$ cat src/rtl/mdio_event_counters_pkg.sv
// Shared MDIO register-map constants and decode types.
// The default addresses and pull-up read value match the c22 register block.
package mdio_event_counters_pkg;

  localparam int          DEFAULT_BASE_ADDR = 16;
  localparam int          DEFAULT_ISR_ADDR  = 26;
  localparam int          DEFAULT_IMR_ADDR  = 27;
  localparam logic [15:0] PULLUP_VALUE      = 16'hffff;

  typedef enum logic [1:0] {
    REG_COUNTER,
    REG_ISR,
    REG_IMR,
    REG_UNKNOWN
  } reg_kind_e;

  function automatic bit addr_in_bank(int a, int base, int n);
    return (a >= base) && (a < base + n);
  endfunction

endpackage

$ cat src/rtl/mdio_sat_counter.sv
// One saturating event counter: registers the strobe, counts it a cycle later,
// and flags the cycle on which the counter MSB rises.
module mdio_sat_counter
  import mdio_event_counters_pkg::*;
#(
  parameter int unsigned WIDTH = 15
) (
  input  logic             clk,
  input  logic             rst,
  input  logic             event_i,
  input  logic             load_i,
  input  logic [WIDTH-1:0] load_value_i,
  input  logic             clear_to_event_i,
  output logic [WIDTH-1:0] count_o,
  output logic             msb_rise_o
);

  logic             ev_q;
  logic [WIDTH-1:0] count_q, count_d;

  always_comb begin
    count_d = count_q;
    if (load_i) begin
      count_d = load_value_i;
    end else if (clear_to_event_i) begin
      // Reload with the pending event so a strobe landing on the read is kept.
      count_d    = '0;
      count_d[0] = ev_q;
    end else if (ev_q && (count_q != '1)) begin
      count_d = count_q + WIDTH'(1);
    end
  end

  always_ff @(posedge clk or posedge rst) begin
    if (rst) begin
      ev_q    <= 1'b0;
      count_q <= '0;
    end else begin
      ev_q    <= event_i;
      count_q <= count_d;
    end
  end

  assign count_o    = count_q;
  assign msb_rise_o = ~count_q[WIDTH-1] & count_d[WIDTH-1];

endmodule

$ cat src/rtl/mdio_event_counters.sv
// Bank of saturating event counters with interrupt status/mask registers,
// exposed as Wishbone registers behind the MDIO slave.
module mdio_event_counters
  import mdio_event_counters_pkg::*;
#(
  parameter int CHANNELS       = 5,
  parameter int COUNTER_WIDTH  = 15,
  parameter int BASE_ADDR      = DEFAULT_BASE_ADDR,
  parameter int ISR_ADDR       = DEFAULT_ISR_ADDR,
  parameter int IMR_ADDR       = DEFAULT_IMR_ADDR,
  parameter bit CLEAR_ON_READ  = 1'b1,
  parameter bit EMULATE_PULLUP = 1'b0
) (
  input  logic                clk,
  input  logic                rst,
  input  logic                cyc,
  input  logic                stb,
  input  logic                we,
  input  logic [4:0]          addr,
  input  logic [15:0]         data_write,
  output logic                ack,
  output logic                err,
  output logic [15:0]         data_read,
  input  logic [CHANNELS-1:0] events,
  output logic                irq
);

  if (CHANNELS < 1 || CHANNELS > 8) begin : g_bad_channels
    $fatal(1, "mdio_event_counters: CHANNELS must be 1..8");
  end
  if (COUNTER_WIDTH < 1 || COUNTER_WIDTH > 16) begin : g_bad_width
    $fatal(1, "mdio_event_counters: COUNTER_WIDTH must be 1..16");
  end
  if (BASE_ADDR < 0 || BASE_ADDR + CHANNELS - 1 > 31) begin : g_bad_base
    $fatal(1, "mdio_event_counters: counter bank outside 0..31");
  end
  if (addr_in_bank(ISR_ADDR, BASE_ADDR, CHANNELS) || addr_in_bank(IMR_ADDR, BASE_ADDR, CHANNELS)
      || ISR_ADDR == IMR_ADDR) begin : g_bad_map
    $fatal(1, "mdio_event_counters: ISR/IMR address overlaps");
  end

  logic                     req;
  reg_kind_e                kind;
  logic [CHANNELS-1:0]      cnt_sel;
  logic [COUNTER_WIDTH-1:0] count [CHANNELS];
  logic [CHANNELS-1:0]      msb_rise;
  logic [15:0]              cnt_rd;
  logic                     isr_clr;
  logic                     unused_wdata;

  logic                ack_q, ack_d, err_q, err_d, irq_q;
  logic [15:0]         rdata_q, rdata_d;
  logic [CHANNELS-1:0] isr_q, isr_d, imr_q, imr_d;

  assign req          = cyc & stb;
  assign unused_wdata = ^data_write;

  always_comb begin
    cnt_sel = '0;
    cnt_rd  = '0;
    for (int unsigned i = 0; i < CHANNELS; i++) begin
      cnt_sel[i] = (addr == 5'(BASE_ADDR + int'(i)));
      if (cnt_sel[i]) cnt_rd[COUNTER_WIDTH-1:0] = count[i];
    end
    if (|cnt_sel)                   kind = REG_COUNTER;
    else if (addr == 5'(ISR_ADDR))  kind = REG_ISR;
    else if (addr == 5'(IMR_ADDR))  kind = REG_IMR;
    else                            kind = REG_UNKNOWN;
  end

  for (genvar g = 0; g < CHANNELS; g++) begin : g_ch
    mdio_sat_counter #(.WIDTH(COUNTER_WIDTH)) u_cnt (
      .clk              (clk),
      .rst              (rst),
      .event_i          (events[g]),
      .load_i           (req & we & cnt_sel[g]),
      .load_value_i     (data_write[COUNTER_WIDTH-1:0]),
      .clear_to_event_i (CLEAR_ON_READ & req & ~we & cnt_sel[g]),
      .count_o          (count[g]),
      .msb_rise_o       (msb_rise[g])
    );
  end

  always_comb begin
    ack_d   = 1'b0;
    err_d   = 1'b0;
    rdata_d = rdata_q;
    isr_clr = 1'b0;
    imr_d   = imr_q;
    if (req) begin
      unique case (kind)
        REG_COUNTER: begin
          ack_d   = 1'b1;
          rdata_d = cnt_rd;
        end
        REG_ISR: begin
          ack_d                   = 1'b1;
          rdata_d                 = '0;
          rdata_d[CHANNELS-1:0]   = isr_q;
          isr_clr                 = ~we;
        end
        REG_IMR: begin
          ack_d                   = 1'b1;
          rdata_d                 = '0;
          rdata_d[CHANNELS-1:0]   = imr_q;
          if (we) imr_d = data_write[CHANNELS-1:0];
        end
        default: begin
          if (EMULATE_PULLUP) begin
            ack_d   = 1'b1;
            rdata_d = PULLUP_VALUE;
          end else begin
            err_d   = 1'b1;
          end
        end
      endcase
    end
    // A new MSB rise on the read cycle survives the clear.
    isr_d = (isr_clr ? '0 : isr_q) | msb_rise;
  end

  always_ff @(posedge clk or posedge rst) begin
    if (rst) begin
      ack_q   <= 1'b0;
      err_q   <= 1'b0;
      rdata_q <= '0;
      isr_q   <= '0;
      imr_q   <= '0;
      irq_q   <= 1'b0;
    end else begin
      ack_q   <= ack_d;
      err_q   <= err_d;
      rdata_q <= rdata_d;
      isr_q   <= isr_d;
      imr_q   <= imr_d;
      irq_q   <= |(isr_q & imr_q);
    end
  end

  assign ack       = ack_q;
  assign err       = err_q;
  assign data_read = rdata_q;
  assign irq       = irq_q;

endmodule

$ cat config.mk
export PLATFORM = sky130hd
export DESIGN_NAME = mdio_event_counters
export DESIGN_NICKNAME = d
export VERILOG_FILES = /design/src/rtl/mdio_event_counters_pkg.sv /design/src/rtl/mdio_sat_counter.sv /design/src/rtl/mdio_event_counters.sv
export SDC_FILE = /design/constraint.sdc
export NUM_CORES = 1
export LEC_CHECK = 0
export CORE_MARGIN = 2
export CORE_UTILIZATION = 65
export DETAILED_ROUTE_END_ITERATION = 6
export MAX_ROUTING_LAYER = met4
export PLACE_DENSITY = 0.87
export SETUP_SLACK_MARGIN = 0.4
export SYNTH_ARGS = -nofsm -noshare
export SYNTH_HDL_FRONTEND = slang
export SYNTH_HIERARCHICAL = 1
export SYNTH_SLANG_ARGS = --single-unit
$ cat constraint.sdc
create_clock -name clk -period 4.05 [get_ports clk]
set_input_delay 0.81 -clock clk [delete_from_list [all_inputs] [get_ports clk]]
set_output_delay 0.81 -clock clk [all_outputs]
set_load 0.01 [all_outputs]
==> flow_summary.json, run 1 <==
{
  "drive_above_1_share_pct": 10.0,
  "yosysUniqueCellTypes": 72,
  "use_met3_pct": 10.2,
  "synth.ff_latch_count": 108,
  "placed_area_mm2": 0.00764,
  "post_cts_buffers": 0,
  "cts_root_buf": "clkbuf_8",
  "cp.arrival_ns": 3.58,
  "powerDensity_mw_per_mm2": 419,
  "start_util_pct": 66.3,
  "cts_tree": "built",
  "hold_class": "flop to flop",
  "tightest_slew_ns": 1.22,
  "end_kind": "flop",
  "die_x_um": 109,
  "synth_edf_count": 0,
  "p_leak_uw": 0.00300,
  "peakVddDrop_mv": 0.415,
  "synth_flop_cell": "dfrtp_1",
  "gp_congestion": 1.02,
  "ff_latch_area_mm2": 0.00270,
  "cts.repair.resized": 0,
  "status": "completed",
  "crit_type": "primary input to flop",
  "path_clk_slew_ns": 0.10,
  "grtUsageTotal_pct": 42.0,
  "grt_use_met1_pct": 56.0,
  "synth_top_area_cell": "dfrtp_1",
  "drt_iter0_drc": 1023,
  "cts_buffers": 9,
  "nFillCells": 858,
  "finClkSkew_ns": 0.0101,
  "clock_latency_ns": 0.39,
  "final_net_count": 873,
  "fin_area_mm2": 0.00782,
  "grt-ovfl-total": 0,
  "placementRows": 38,
  "via_count": 7183,
  "antenna_found_initial": 0,
  "grt_pass1_vias": 6622,
  "numPortBuffers": 47,
  "ant_nets": 0,
  "maxCapViolCount": 0,
  "synth_fp_nets": 850,
  "setup_violations": 0,
  "dp_hpwl_um": 16700,
  "synth_top_area_share_pct": 37.9,
  "ioPinCount": 50,
  "netlist_instances": 811,
  "fin_crit_sh_pct": 81.3,
  "required_ns": 4.34,
  "hold_buffers": 0,
  "drc": 0,
  "path_max_fanout": 12,
  "n_antenna_cell": 0,
  "async_flop_share_pct": 100,
  "synth_area_per_cell_um2": 8.78,
  "wl_um": 23400,
  "startpoint_type": "primary input",
  "tns_ns": 0,
  "min_period_ns": 3.29,
  "top_usage_layer": "met2",
  "power_uw": 3280,
  "multi_input_area_mm2": 0.00402,
  "slew_viol_final": 0,
  "core_region_area_mm2": 0.0107,
  "slew_headroom_pct": 18.1,
  "rsz0062_at_grt": "no",
  "syn-cell-area_mm2": 0.00712,
  "grt_first_pass_wirelength_um": 35900,
  "design.die.area_mm2": 0.0118,
  "cts_max_level": 3,
  "syn2layout_area_growth_pct": 9.73,
  "hold_viol_final": 0,
  "first_pass_iters": 6,
  "grt_start_max_net_pins": 29,
  "fp.dieH_um": 109,
  "synth_area_leaders": "dfrtp_1, o21ai_0, nand2_1",
  "cts_buffer_depth": 2,
  "synth-seq-area-share_pct": 37.9,
  "max_freq_mhz": 304,
  "vias_per_cell": 7.34,
  "synth-warning-count": 6,
  "cts_sinks": 108,
  "wl_per_cell_um": 23.9,
  "met2_usage_pct": 57.7
}
[state kept, by name, summed over array words and instances, names as in the netlist]
name and count:
err 1, ack 1, g_ch.u_cnt/count_o 75, isr_q 5, imr_q 5, irq 1, g_ch.u_cnt/ev_q 5, data_read 15
[area by class of cell]
class | count | area share [%]
Clock buffer | 12 | 1.86
Clock inverter | 4 | 0.320
Inverter | 32 | 1.54
Multi-Input combinational cell | 615 | 51.4
Sequential cell | 108 | 34.6
Tap cell | 140 | 2.24
Timing Repair Buffer | 68 | 8.04
[synth_stat cells, types with 8 or more instances]
library cell and instances:
nor4_1 12, a32o_1 12, o2bb2a_1 8, a22oi_1 30, nor3_1 9, nand4_1 21
inv_1 32, nor2_1 45, ha_1 8, clkbuf_1 32, o211ai_1 10, a21o_1 9
dfrtp_1 108, a21oi_1 32, nand3_1 60, a311o_1 8, nand2_1 90, o21ai_0 71
and2_1 11, o21ai_1 10, o31ai_1 11, buf_6 8, a221oi_1 13
[critical path, cell delays in order]
cell	delay, ns
clkdlybuf4s50_1	0.64
buf_4	0.29
nor4b_2	0.50
nand2_1	0.13
buf_4	0.19
nor2_1	0.11
buf_4	0.18
or2_1	0.31
o21ai_0	0.13
a221oi_1	0.30
[cell usage in the layout (no fill, tap or decap), types with 21 or more instances in the layout]
cell type and n:
a22oi_1 30, buf_4 21, dfrtp_1 108, o21ai_0 71
inv_1 32, clkdlybuf4s50_1 47, a21oi_1 32, nand3_1 60
nor2_1 45, nand2_1 90, nand4_1 21
[routing by layer]
layer  vias to the layer above  part of all wire [%]
met2                       506                    42
li1                       3140                     -
met3                       114                    12
met4                         0                   7.0
met1                      3423                    39
met5                         -                     0
[where the power goes]
part,internal (uW),total (uW),switching (uW)
clock,239,618,379
combinational,414,877,463
sequential,1330,1780,450
[logic make-up (layout without fill, tap and decap cells)]
logic type,after synthesis,count (layout),synth area share (%)
adders and majority gates,8,8,1.41
xor gates and xnor gates,7,7,0.861
DFF,108,108,37.9
other,1,1,0.0527
AOI/OAI and AO/OA,269,269,27.8
muxes,12,12,1.77
buffers and inverters,88,116,5.71
and+or+nand+nor,318,318,24.4
[path summary, 6_finish.rpt]
| kind | from | endpoint | slack (ns) | cells after the start |
|---|---|---|---|---|
| worst max-delay path | addr[0] | g_ch[4].u_cnt/count_o[11]$_DFFE_PP0P_ | 0.76 | 10 |
| worst min-delay path | data_read[6]$_DFFE_PP0P_ | data_read[6]$_DFFE_PP0P_ | 0.50 | 2 |
| worst max register to register | g_ch[2].u_cnt/count_o[0]$_DFFE_PP0P_ | g_ch[2].u_cnt/count_o[9]$_DFFE_PP0P_ | 1.57 | 5 |
| worst min register to register | data_read[6]$_DFFE_PP0P_ | data_read[6]$_DFFE_PP0P_ | 0.50 | 2 |
| max in group asynchronous | rst | err$_DFF_PP0_ | 2.15 | 2 |
| min in group asynchronous | rst | g_ch[3].u_cnt/count_o[2]$_DFFE_PP0P_ | 1.10 | 2 |
[metrics by stage]
| step | hold slack (ns) | cells | util [%] | setup WS, ns |
|---|---|---|---|---|
| global route | 0.528 | 979 | 72.7 | 0.552 |
| finish | 0.503 | 979 | 72.7 | 0.759 |
| global placement | 0.472 | 963 | 71.1 | 0.478 |
| detailed placement | 0.482 | 963 | 71.1 | 0.365 |
| floorplan | 0.472 | 811 | - | 1.06 |
| CTS | 0.504 | 979 | 72.7 | 0.802 |
No activity file was read; power rests on OpenSTA's default activity.
==> inputs of run 2 (changes only) <==
--- a/config.mk
+++ b/config.mk
@@ -6,10 +6,10 @@
 export NUM_CORES = 1
 export LEC_CHECK = 0
 export CORE_MARGIN = 2
-export CORE_UTILIZATION = 65
+export CORE_UTILIZATION = 60
 export DETAILED_ROUTE_END_ITERATION = 6
 export MAX_ROUTING_LAYER = met4
-export PLACE_DENSITY = 0.87
+export PLACE_DENSITY = 0.81
 export SETUP_SLACK_MARGIN = 0.4
 export SYNTH_ARGS = -nofsm -noshare
 export SYNTH_HDL_FRONTEND = slang
==> constraint.sdc (replaced) <==
create_clock -name clk -period 3.3 [get_ports clk]
set_input_delay 0.66 -clock clk [delete_from_list [all_inputs] [get_ports clk]]
set_output_delay 0.66 -clock clk [all_outputs]
set_load 0.01 [all_outputs]
==> run 2 against run 1 <==
  * The flow now finishes with violations (DRC)
  * Die area rose by 8.0%
  * Sequential power rose by 24%
  * Via count fell by 0.14%
  * Non-clock buffer count rose by 13
  * Design area rose by 3.4%
  * Combinational power rose by 23%
  * Register-to-register slack got worse by 0.70 ns
  * Routed wire length rose by 1.2%
  * First-iteration DRC count rose by 4.7%
  * Critical path depth fell by 2
  * Worst hold slack got worse by 0.013 ns
  * Global-route usage fell by 2.7 points
==> flow_summary.json, run 2 (same netlist as run 1, synthesis figures left out) <==
{
  "slew_headroom_pct": 46.1,
  "antenna_found_initial": 0,
  "fin_crit_sh_pct": 83.3,
  "path_clk_slew_ns": 0.07,
  "power_uw": 4430,
  "tightest_slew_ns": 0.806,
  "via_count": 7173,
  "gp_congestion": 1.06,
  "cts_buffers": 9,
  "grt_first_pass_wirelength_um": 37500,
  "cts.repair.resized": 0,
  "drive_above_1_share_pct": 11.6,
  "peakVddDrop_mv": 0.627,
  "rsz0062_at_grt": "no",
  "ant_nets": 0,
  "grt_use_met1_pct": 54.6,
  "crit_type": "primary input to flop",
  "slew_viol_final": 0,
  "cts_tree": "built",
  "crit_slowest_cell": "clkdlybuf4s50_1",
  "drt_iter0_drc": 1071,
  "cp.arrival_ns": 3.05,
  "startpoint_type": "primary input",
  "end_kind": "flop",
  "vias_per_cell": 7.21,
  "min_period_ns": 2.75,
  "violations": "DRC",
  "p_leak_uw": 0.00316,
  "status": "finished with violations",
  "die_x_um": 113,
  "cts_sinks": 108,
  "use_met3_pct": 9.21,
  "design.die.area_mm2": 0.0128,
  "required_ns": 3.60,
  "post_cts_buffers": 0,
  "start_util_pct": 61.8,
  "cts_root_buf": "clkbuf_16",
  "numPortBuffers": 47,
  "grt_start_max_net_pins": 29,
  "layoutNonFillerInstCount": 995,
  "dp_hpwl_um": 17100,
  "maxCapViolCount": 0,
  "fp.dieH_um": 113,
  "syn2layout_area_growth_pct": 13.5,
  "hold_viol_final": 0,
  "powerDensity_mw_per_mm2": 548,
  "hold_class": "flop to flop",
  "met2_usage_pct": 56.9,
  "crit_chain": "clkdlybuf4s50_1 > nor3b_1 > buf_4 > nand2_1 > nor2_1 > or2_2 > or4_2 > nand3_1",
  "setup_violations": 0,
  "cp_num_buf_inv": 2,
  "wl_um": 23600,
  "clock_latency_ns": 0.36,
  "final_net_count": 886,
  "tns_ns": 0,
  "top_usage_layer": "met2",
  "wl_per_cell_um": 23.8,
  "critPathMaxStageDelay_ns": 0.68,
  "grt-ovfl-total": 0,
  "hold_buffers": 0,
  "mostFrequentLayoutCells": "dfrtp_1, nand2_1, o21ai_0, nand3_1, clkdlybuf4s50_1",
  "cts_buffer_depth": 2,
  "first_pass_iters": 7,
  "max_freq_mhz": 364,
  "cts_max_level": 3,
  "core_region_area_mm2": 0.0115,
  "grt_pass1_vias": 6631,
  "finClkSkew_ns": 0.0104,
  "n_antenna_cell": 0,
  "drc": 8,
  "cp_top_family": "simple AND/OR/NAND/NOR gates",
  "dpl.cell_count": 979,
  "mostFrequentLayoutCell": "dfrtp_1",
  "ioPinCount": 50,
  "grtUsageTotal_pct": 39.3,
  "placementRows": 39,
  "path_max_fanout": 12,
  "largest_reg_flops": 75
}
==> run 2: cell types whose count changed in the layout (fill, tap and decap cells not counted), moves of 2 or more <==
cell             delta
buf_4              +12
clkbuf_16           +9
clkbuf_8            -7
clkdlybuf4s50_1     -2
clkinvlp_4          -2
dlymetal6s2s_1      +2
==> run 2: path summary, 6_finish.rpt <==
kind | from | end | slack [ns] | depth (start not counted)
max in group asynchronous | rst | g_ch[1].u_cnt/count_o[0]$_DFFE_PP0P_ | 1.90 | 2
min | data_read[14]$_DFFE_PP0P_ | data_read[14]$_DFFE_PP0P_ | 0.49 | 2
max | addr[3] | g_ch[2].u_cnt/count_o[4]$_DFFE_PP0P_ | 0.55 | 8
min in group asynchronous | rst | isr_q[3]$_DFF_PP0_ | 0.92 | 3
min reg2reg | data_read[14]$_DFFE_PP0P_ | data_read[14]$_DFFE_PP0P_ | 0.49 | 2
max reg2reg | g_ch[2].u_cnt/count_o[0]$_DFFE_PP0P_ | g_ch[2].u_cnt/count_o[5]$_DFFE_PP0P_ | 0.87 | 5
==> run 2: worst register-to-register path, stage by stage (launching register included) <==
cell,delay (ns)
dfrtp_1,0.51
ha_1,0.24
nand3_2,0.24
o41ai_4,0.82
a22oi_1,0.19
o2bb2a_1,0.32
==> run 2: report_power, final <==
part | internal (uW) | switching (uW)
combinational | 514 | 568
clock | 651 | 498
sequential | 1640 | 561
==> run 2: routing by layer <==
| layer | part of all wire [%] | wire length [um] |
|---|---|---|
| met3 | 11 | 2670 |
| met5 | 0 | 0 |
| met4 | 4.0 | 939 |
| met1 | 41 | 9670 |
| met2 | 44 | 10400 |
==> run 2: metrics by stage <==
| stage | hold WS [ns] | util [%] | area (um^2) | setup WS [ns] |
|---|---|---|---|---|
| floorplan | 0.472 | - | 7120 | 0.457 |
| global placement | 0.467 | 67.4 | 7760 | 0.217 |
| detailed placement | 0.479 | 67.4 | 7760 | 0.191 |
| CTS | 0.494 | 70.1 | 8070 | 0.555 |
| global route | 0.498 | 70.2 | 8080 | 0.422 |
| finish | 0.490 | 70.2 | 8080 | 0.550 |
==> run 2: cell type report <==
class	instances	area, um^2
inverters	32	120
clock inverters	3	43.8
repair buffers	81	743
clock buffers	13	270
multi-input cells	615	4020
well taps	143	179
flip-flops and latches	108	2700
fillers	934	3440
==> inputs of run 3 (changes only) <==
--- a/config.mk
+++ b/config.mk
@@ -6,10 +6,10 @@
 export NUM_CORES = 1
 export LEC_CHECK = 0
 export CORE_MARGIN = 2
-export CORE_UTILIZATION = 60
+export CORE_UTILIZATION = 54
 export DETAILED_ROUTE_END_ITERATION = 6
 export MAX_ROUTING_LAYER = met4
-export PLACE_DENSITY = 0.81
+export PLACE_DENSITY = 0.77
 export SETUP_SLACK_MARGIN = 0.4
 export SYNTH_ARGS = -nofsm -noshare
 export SYNTH_HDL_FRONTEND = slang
==> constraint.sdc (replaced) <==
create_clock -name clk -period 2.52 [get_ports clk]
set_input_delay 0.504 -clock clk [delete_from_list [all_inputs] [get_ports clk]]
set_output_delay 0.504 -clock clk [all_outputs]
set_load 0.01 [all_outputs]
==> run 3 against run 2 <==
  * The run now ends clean
  * Register-to-register slack got worse by 0.38 ns
  * Non-clock buffer count rose by 60
  * Sequential share of layout area fell by 2.3 points
  * Via count rose by 2.5%
  * Design area rose by 7.5%
  * Power rose by 31%
  * Critical path depth did not move
  * Count of clock-buffer cells in the layout did not move
  * Critical endpoint is now g_ch[0].u_cnt/count_o[13]$_DFFE_PP0P_
==> flow_summary.json, run 3 (same netlist as run 1, synthesis figures left out) <==
{
  "grt-ovfl-total": 0,
  "path_clk_slew_ns": 0.07,
  "fin_crit_sh_pct": 81.1,
  "design.die.area_mm2": 0.0141,
  "crit_type": "primary input to flop",
  "mostFrequentLayoutCell": "dfrtp_1",
  "cts_sinks": 108,
  "min_from": "data_read[14]$_DFFE_PP0P_",
  "start_util_pct": 55.8,
  "largest_reg_flops": 75,
  "grt_start_max_net_pins": 29,
  "syn2layout_area_growth_pct": 22.0,
  "holdPathEnd": "data_read[14]$_DFFE_PP0P_",
  "path_max_fanout": 7,
  "p_leak_uw": 0.00345,
  "final_net_count": 946,
  "grtUsageTotal_pct": 35.7,
  "cts_buffers": 9,
  "clock_latency_ns": 0.36,
  "gp_congestion": 0.992,
  "n_antenna_cell": 0,
  "r2r_slack_ns": 0.49,
  "cts_root_buf": "clkbuf_16",
  "startpoint_type": "primary input",
  "rsz0062_at_grt": "no",
  "maxCapViolCount": 0,
  "min_period_ns": 2.04,
  "wl_um": 24400,
  "drc": 0,
  "core_region_area_mm2": 0.0128,
  "ant_nets": 0,
  "drt_iter0_drc": 1033,
  "r2r-end": "g_ch[1].u_cnt/count_o[8]$_DFFE_PP0P_",
  "cp.arrival_ns": 2.29,
  "ioPinCount": 50,
  "grt_first_pass_wirelength_um": 38000,
  "wl_per_cell_um": 22.5,
  "finClkSkew_ns": 0.00985,
  "fp.dieH_um": 119,
  "numPortBuffers": 47,
  "antenna_found_initial": 0,
  "cts_tree": "built",
  "hold_slack_ns": 0.489,
  "powerDensity_mw_per_mm2": 666,
  "max_freq_mhz": 490,
  "cts_buffer_depth": 2,
  "cts_max_level": 3,
  "slew_viol_final": 0,
  "first_pass_iters": 5,
  "placementRows": 41,
  "peakVddDrop_mv": 0.436,
  "via_count": 7350,
  "min_path_cells": 2,
  "end_kind": "flop",
  "hold_viol_final": 0,
  "tightest_slew_ns": 0.754,
  "vias_per_cell": 6.78,
  "worst-r2r-cell-count": 6,
  "drive_above_1_share_pct": 21.1,
  "hold_class": "flop to flop",
  "required_ns": 2.77,
  "die_x_um": 119,
  "r2r_start": "g_ch[1].u_cnt/count_o[0]$_DFFE_PP0P_",
  "status": "completed",
  "grt_pass1_vias": 6783,
  "utilization_pct": 68.0,
  "mostFrequentLayoutCells": "dfrtp_1, buf_4, nand2_1, o21ai_0, nand3_1",
  "power_uw": 5790,
  "setup_violations": 0,
  "dp_hpwl_um": 17800,
  "tns_ns": 0,
  "slew_headroom_pct": 49.6
}
-- run 3: cell types whose count changed in the layout (fill, tap and decap cells not counted), sizes merged --
| cell | previous run | this run |
|---|---|---|
| dlymetal6s2s | 2 | 0 |
| buf | 34 | 94 |
| clkinvlp | 0 | 1 |
| bufinv | 1 | 0 |
| dlygate4sd2 | 0 | 3 |
| clkbuf | 13 | 18 |
| clkdlybuf4s50 | 45 | 39 |
-- run 3: worst max-delay path, cell delays in order --
cell	delay [ns]
clkbuf_2	0.16
buf_4	0.19
or3b_4	0.43
nor4_4	0.27
buf_4	0.18
nor2_4	0.05
a32o_1	0.24
a311o_1	0.26
-- run 3: worst max path at each step --
stage | startpoint | cells after the start | endpoint
5_1_grt | g_ch[3].u_cnt/count_o[1]$_DFFE_PP0P_ | 5 | g_ch[3].u_cnt/count_o[8]$_DFFE_PP0P_
6_report | addr[2] | 8 | g_ch[0].u_cnt/count_o[13]$_DFFE_PP0P_
2_1_floorplan | addr[2] | 9 | g_ch[0].u_cnt/count_o[2]$_DFFE_PP0P_
3_5_place_dp | addr[2] | 7 | g_ch[1].u_cnt/count_o[2]$_DFFE_PP0P_
3_3_place_gp | addr[2] | 8 | g_ch[3].u_cnt/count_o[13]$_DFFE_PP0P_
4_1_cts | addr[2] | 8 | g_ch[0].u_cnt/count_o[13]$_DFFE_PP0P_
-- run 3: power breakdown --
group | leakage (uW) | switching [uW] | total [uW] | internal (uW)
Combinational | 0.00201 | 787 | 1520 | 734
Clock | 0.000136 | 645 | 1370 | 726
Sequential | 0.00130 | 747 | 2900 | 2150
-- run 3: metrics by stage --
step,setup slack (ns),instances,cell area (um^2)
global route,0.412,1084,8690
detailed placement,-0.229,1065,8300
finish,0.477,1084,8690
CTS,0.408,1083,8620
floorplan,0.207,811,7370
global placement,-0.205,1065,8300
-- run 3: cell type report --
| class | count | area, um^2 |
|---|---|---|
| Timing Repair Buffer | 141 | 1170 |
| Sequential cell | 108 | 2710 |
| Fill cell | 1022 | 4080 |
| Multi-Input combinational cell | 615 | 4200 |
| Tap cell | 172 | 215 |
| Clock buffer | 13 | 260 |
| Clock inverter | 3 | 21.3 |
| Inverter | 32 | 120 |
-- run 3: routing by layer --
metal,track usage [%],share of wire [%],vias to the layer above
li1,-,-,3289
met2,53.3,45,431
met1,48.5,42,3582
met5,-,0,-
met4,11.4,2.9,0
met3,8.05,10,48
-- run 3: repair_timing --
action                     4_1_cts  5_1_grt
hold buffers                     0        0
pin swaps                        2        8
buffers inserted                 2        1
setup endpoints to repair       90       62
gates resized for setup         14       34
hold endpoints to repair         0        0
